File: src/rtl/param_stack.sv
// Parametrised LIFO stack over a circular buffer with registered push/pop/peek and status flags.
// Define STACK_WRAP_EN to make a push into a full stack overwrite the oldest entry instead of being rejected.
module param_stack #(
   parameter int unsigned WIDTH = 4,
   parameter int unsigned DEPTH = 5,
   parameter int unsigned IW    = (DEPTH > 1) ? $clog2(DEPTH) : 1,
   parameter int unsigned CW    = $clog2(DEPTH + 1)
) (
   input  logic             clk,
   input  logic             reset,
   input  logic [1:0]       cmd,
   input  logic [IW-1:0]    index,
   input  logic [WIDTH-1:0] data_in,
   output logic [WIDTH-1:0] data_out,
   output logic             out_valid,
   output logic [CW-1:0]    count,
   output logic             full,
   output logic             empty,
   output logic             error
);

   typedef enum logic [1:0] {
      CMD_NOP  = 2'b00,
      CMD_PUSH = 2'b01,
      CMD_POP  = 2'b10,
      CMD_PEEK = 2'b11
   } cmd_t;

   localparam logic [IW-1:0] LAST     = IW'(DEPTH - 1);
   localparam logic [CW-1:0] FULL_CNT = CW'(DEPTH);
   localparam logic [IW:0]   DEPTH_W  = (IW + 1)'(DEPTH);

   logic [WIDTH-1:0] mem [DEPTH];
   logic [IW-1:0]    top;
   logic [IW-1:0]    top_inc;
   logic [IW-1:0]    top_dec;
   logic [IW-1:0]    peek_addr;
   logic [IW:0]      top_w;
   logic [IW:0]      index_w;
   logic [CW-1:0]    count_next;
   cmd_t             op;
   logic             do_push;
   logic             do_pop;
   logic             do_peek;
   logic             reject;

   // Pointer arithmetic wraps by explicit compare so DEPTH need not be a power of two.
   always_comb begin
      top_w     = {1'b0, top};
      index_w   = {1'b0, index};
      top_inc   = (top == LAST) ? '0 : top + IW'(1);
      top_dec   = (top == '0) ? LAST : top - IW'(1);
      peek_addr = (top_w >= index_w) ? IW'(top_w - index_w)
                                     : IW'(top_w + DEPTH_W - index_w);
   end

   always_comb begin
      op         = cmd_t'(cmd);
      do_push    = 1'b0;
      do_pop     = 1'b0;
      do_peek    = 1'b0;
      reject     = 1'b0;
      count_next = count;
      case (op)
         CMD_PUSH: begin
            if (!full) begin
               do_push    = 1'b1;
               count_next = count + CW'(1);
            end else begin
`ifdef STACK_WRAP_EN
               do_push    = 1'b1;
`else
               reject     = 1'b1;
`endif
            end
         end
         CMD_POP: begin
            if (!empty) begin
               do_pop     = 1'b1;
               count_next = count - CW'(1);
            end else begin
               reject     = 1'b1;
            end
         end
         CMD_PEEK: begin
            if (CW'(index) < count) do_peek = 1'b1;
            else                    reject  = 1'b1;
         end
         default: ;
      endcase
   end

   always_ff @(posedge clk or posedge reset) begin
      if (reset) begin
         for (int unsigned i = 0; i < DEPTH; i++) mem[i] <= '0;
         top       <= LAST;
         count     <= '0;
         full      <= 1'b0;
         empty     <= 1'b1;
         data_out  <= '0;
         out_valid <= 1'b0;
         error     <= 1'b0;
      end else begin
         out_valid <= do_pop | do_peek;
         error     <= reject;
         count     <= count_next;
         full      <= (count_next == FULL_CNT);
         empty     <= (count_next == '0);
         if (do_push) begin
            mem[top_inc] <= data_in;
            top          <= top_inc;
         end
         if (do_pop) begin
            data_out <= mem[top];
            top      <= top_dec;
         end
         if (do_peek) data_out <= mem[peek_addr];
      end
   end

endmodule
File: config.mk
export PLATFORM = sky130hd
export DESIGN_NAME = param_stack
export DESIGN_NICKNAME = d
export VERILOG_FILES = /design/src/rtl/param_stack.sv
export SDC_FILE = /design/constraint.sdc
export NUM_CORES = 1
export LEC_CHECK = 0
export BUFFER_PORTS_ARGS = -buffer_cell sky130_fd_sc_hd__buf_4
export CORE_UTILIZATION = 41
export CTS_CLUSTER_SIZE = 30
export DETAILED_ROUTE_END_ITERATION = 16
export PLACE_DENSITY = 0.57
export SYNTH_ARGS = -nofsm -noshare
export SYNTH_HDL_FRONTEND = slang
export SYNTH_SLANG_ARGS = --single-unit
File: constraint.sdc
create_clock -name clk -period 2.79 [get_ports clk]
set_clock_uncertainty 0.1 [all_clocks]
set_input_delay 0.4185 -clock clk [delete_from_list [all_inputs] [get_ports clk]]
set_output_delay 0.4185 -clock clk [all_outputs]
set_load 0.01 [all_outputs]
---- After elaboration in Yosys (flattened, before gate mapping) ----
Index checks and enable logic that the tools add are counted.
storage, ports and cells
  bits in registers ....................... 34
  bits of input ports ..................... 11
  output and inout bits ................... 11
  word-level logic and storage cells ...... 68
operators by class
  $add $sub $neg .......................... 7
  $lt $le $gt $ge ......................... 6
  eq/ne operators ......................... 5
  muxes and demuxes ....................... 29
  bitwise operators ....................... 4
  reduce and logical (&&, ||, !) cells .... 5
operator list
  cell                                                count
  two-way mux 4 bit                                   7
  binary-select mux 4 bit (select 3 bit)              2
  two-way mux 3 bit                                   7
  bitwise mux 20 bit                                  1
  demux 4 bit (select 3 bit)                          1
  >= comparator 4 bit, second input constant          3
  inverter 3 -> 4 bit                                 3
  two-way mux 1 bit                                   9
  adder 3 x 1 -> 3 bit, second input constant         2
  == test 3 bit, second input constant                2
  zero test 3 bit                                     2
  case mux 3 bit (2 select lines)                     1
  subtractor 3 x 1 -> 3 bit, second input constant    2
  subtractor 3 bit                                    2
  == test 2 bit, second input constant                2
  < comparator 4 x 1 -> 1 bit, second input constant  1
  nonzero test 2 bit                                  2
  adder 3 bit, second input constant                  1
  >= comparator 3 bit                                 1
  < comparator 3 bit                                  1
  case mux 1 bit (3 select lines)                     1
  == test 2 x 1 -> 1 bit, second input constant       1
  logical AND 1 bit                                   1
  OR 1 bit                                            1

---- Longest topological paths before layout ----
  word-level depth ........................ 8
  gate-level depth with buffers ........... 9
  depth with buffers taken out ............ 9

---- Worst setup path before layout ----
No wires, ideal clock.
  kind .................................... register to register
  start point ............................. reg top[1]
  end point ............................... reg data_out[2]
  data arrival time ....................... 2.269 ns
  slack ................................... 0.297 ns
  stages on the path, launching flop included .. 10
  buffers on the path ..................... 1
  period minus slack after synthesis ...... 2.493 ns
  path through ............................ dfrtp_1 > inv_1 > ha_1 > inv_1 > ha_1 > buf_4 > nor4b_1 > o21ba_2 > a2111oi_0 > a211o_1
on the way
  longest elaborated chain between the ends .. 8
  elaborated cells between the ends (all ways) .. 15
  classes of those cells .................. 3 x add/sub; 1 x order compare; 9 x mux; 2 x bitwise
RTL lines
  item                                                  RTL line  RTL
  start: declaration                                    34        logic [IW-1:0] top;
  start signal: assignment                              111       top <= top_inc;
  start signal: assignment                              115       top <= top_dec;
  adder 3 bit                                           54        : IW'(top_w + DEPTH_W - index_w);
  subtractor 3 bit                                      54
  two-way mux 3 bit                                     53        peek_addr = (top_w >= index_w) ? IW'(top_w - index_w)
  inverter 3 -> 4 bit (not written as such)             117       if (do_peek) data_out <= mem[peek_addr];
  binary-select mux 4 bit (select 3 bit)                117
  two-way mux 4 bit (not written as such) (2 in a row)  117
  two-way mux 4 bit (*)                                 117
  end signal: assignment                                114       data_out <= mem[top];
  end signal: assignment                                117
  end: declaration                                      14        output logic [WIDTH-1:0] data_out,
Every way passes the cells marked *; elsewhere a longest branch is shown, timed or not. The select of a mux whose other input is x is not followed.
A chain may end at the register's enable or synchronous reset.

---- Worst setup path after layout ----
  start point ............................. reg top[2]
  end point ............................... reg data_out[2]
The elaborated chain is that of the path after synthesis.

==> metrics.md <==
| Metric | Value |
|---|---|
| Outcome | `finished clean` |
| Largest net degree at the start of global routing | `35` |
| RSZ-0062 raised after global routing | `no` |
| CTS root buf | `clkbuf_8` |
| TritonCTS Sinks | `34` |
| First-pass GRT wire length | `9160 um` |
| Worst reg-to-reg path cell count | `6` |
| Routed WL per cell | `17.0 um` |
| Worst Path Max Fanout | `11` |
| CP required | `2.87 ns` |
| Synth top cells by count | `32 x dfrtp_1, 22 x inv_1, 20 x mux2_2` |
| Post-synth ARST share | `1.00` |
| Core Rows | `27` |
| Rel. slew slack | `0.583` |
| Cell taking the most area after synthesis | `dfrtp_1` |
| Hpwl dp | `4190 um` |
| Grt ovf | `0` |
| Peak supply drop | `0.000401 V` |
| Vias | `1826` |
| Final ANT Viol Nets | `0` |
| Minimum clock period | `2.48 ns` |
| Static Leak | `0.00120 uW` |
| Crit path kind | `flip-flop to flip-flop` |
| DRT iter0 DRCs | `100` |
| N_diodes | `0` |
| CTS clk-pin slew, worst paths | `0.08 ns` |
| DR DRC count | `0` |
| Slew Viols, Final | `0` |
| Actual slew at the worst max-slew pin | `0.625 ns` |
| Routed WL | `5560 um` |
| GR Util All Layers | `0.199` |
| Starting Density | `0.426` |
| Final TNS setup | `0 ns` |
| Sequential-to-total area share from yosys stat | `0.364` |
| TritonCTS clock tree | `yes` |
| Vias in the first global route | `1789` |
| Final hold vios | `0` |
| Initial antenna violation count | `0` |
| FMAX | `0.404 GHz` |
| Worst min path class | `input port to asynchronous set/reset pin` |
| Number of port buffers | `21` |
| Prevailing post-synth register cell | `dfrtp_1` |
| CP endpoint kind | `flip-flop` |
| Clk_lat worst skew | `0.28 ns` |
| Most numerous cell in the Yosys netlist | `dfrtp_1` |
| Final period util | `0.887` |
| Synthesis-to-finish area growth | `13.7%` |
| CP Data Arrival Time | `2.55 ns` |
| Die Y | `77.6 um` |
| TritonCTS buffer count | `5` |
| Layout Nets | `283` |
| Syn Area/Cell | `10.2 um^2` |
| Post_cts resized | `0` |
| Core box area | `5510 um^2` |
| Main area contributors after synthesis | `dfrtp_1 34%, mux2_2 9.6%, ha_1 9.1%, inv_1 3.5%, o21ai_0 2.6%` |
| Hold buffer count at CTS | `0` |
| Yosys cell types | `58` |
| Syn_nets | `258` |
| Die area | `6030 um^2` |
| I/O pin count | `22` |
| Post-CTS setup buffers | `0` |
| Via-per-instance ratio | `5.58` |
| Final core occ | `0.484` |
| Type of origin of the critical path | `flip-flop` |
| Mapped Area | `2350 um^2` |
| Htree depth | `2` |
| Max Cap Violations | `0` |
| Syn. warnings | `0` |
| CTS max path bufs | `2` |
| Post-synth EDFFs | `0` |
| DRT Pass-1 Iters | `4` |
| Die width | `77.6 um` |
| Power per cell area | `1150 nW/um^2` |
| Placer Congestion | `0.848` |
| Yosys top cell area share | `0.341` |
| Share of cells above drive strength 1 | `0.255` |
| Final setup viols | `0` |
| Flop and latch count out of synthesis | `34` |
| Syn Inst Count | `229` |
## worst max-delay path: stages (launching register included)
cell,delay (ns)
dfstp_2,0.66
ha_1,0.39
nor2_2,0.11
o21a_1,0.19
o311ai_2,0.47
a2111oi_0,0.15
a211o_1,0.31
## stage by stage
step / power, uW / setup slack (ns) / hold slack, ns / cell area (um^2) / instances
final: 3060 / 0.315 / 0.130 / 2670 / 327
after global routing: 3290 / 0.190 / 0.181 / 2670 / 327
after CTS: 3080 / 0.335 / 0.143 / 2670 / 327
after detailed placement: 2680 / 0.245 / 0.429 / 2580 / 319
after global placement: 2680 / 0.277 / 0.412 / 2580 / 319
after floorplan: 2220 / 0.297 / 0.386 / 2350 / 229
## cell type report
class / count / area [um^2]
tap: 72 / 90.1
multi-input combinational: 164 / 1350
inverter: 22 / 82.6
timing repair buffer: 27 / 203
sequential: 34 / 853
clock inverter: 1 / 5.00
fill: 555 / 2840
clock buffer: 7 / 86.3
## flip-flops by register name, indices dropped and copies added (netlist names)
register / flops
data_out: 4
full: 1
count: 3
empty: 1
error: 1
top: 3
out_valid: 1
mem: 20
## layout by cell type, fill, tap and decap left out, types with 2 or more instances in the layout
cell type,netlist,layout
ha_1,17,17
o22ai_1,4,4
o21ai_0,12,12
mux2_2,20,20
dfstp_2,2,2
mux2i_1,4,4
o31ai_1,4,4
nand2b_1,4,4
a221oi_1,3,3
xnor2_1,2,2
mux4_2,2,2
clkbuf_8,0,6
and4_1,2,2
o41ai_1,2,2
o21a_1,2,2
o32a_1,2,2
dfrtp_1,32,32
nor2_2,2,2
nor2b_1,7,7
and3_1,2,2
a211oi_1,5,5
inv_1,22,22
a41oi_1,3,3
nand3_1,3,3
nand2_1,12,12
a31oi_1,2,2
nor2_1,9,9
a211o_1,2,2
nor3_1,4,4
o211ai_1,3,3
buf_4,1,27
a21oi_1,7,7
## cells by family (layout without fill, tap and decap cells)
kind of cell | count (synthesis) | after routing | share of synthesized area
buffers and inverters | 31 | 57 | 0.0619
xor gates and xnor gates | 2 | 2 | 0.00747
muxes | 27 | 27 | 0.143
DFF | 34 | 34 | 0.364
and+or+nand+nor | 52 | 52 | 0.118
AOI/OAI and AO/OA | 65 | 65 | 0.206
adders and majority gates | 18 | 18 | 0.0992
## metal layers
metal,part of all wire,GRT usage,wire (um)
met1,0.48,0.263,2680
met2,0.46,0.326,2580
met3,0.038,0.0388,211
met4,0.016,0.0679,90
met5,0,0,0
## report_power, final
part | leakage [uW] | switching [uW] | internal (uW)
clock network | 0.0000482 | 184 | 199
registers | 0.000417 | 216 | 734
logic | 0.000734 | 907 | 824
total | 0.00120 | 1310 | 1760
## path summary, 6_finish.rpt
| path | start | end | slack [ns] |
|---|---|---|---|
| worst max-delay path | top[2] | data_out[2] | 0.31 |
| worst min-delay path | reset | error | 0.13 |
| worst max register to register | top[2] | data_out[2] | 0.31 |
| worst min register to register | mem[15] | mem[15] | 0.45 |
| max in group asynchronous | reset | empty | 2.12 |
| min in group clk | data_in[3] | mem[7] | 0.27 |
Power figures use the tool's default switching activity.
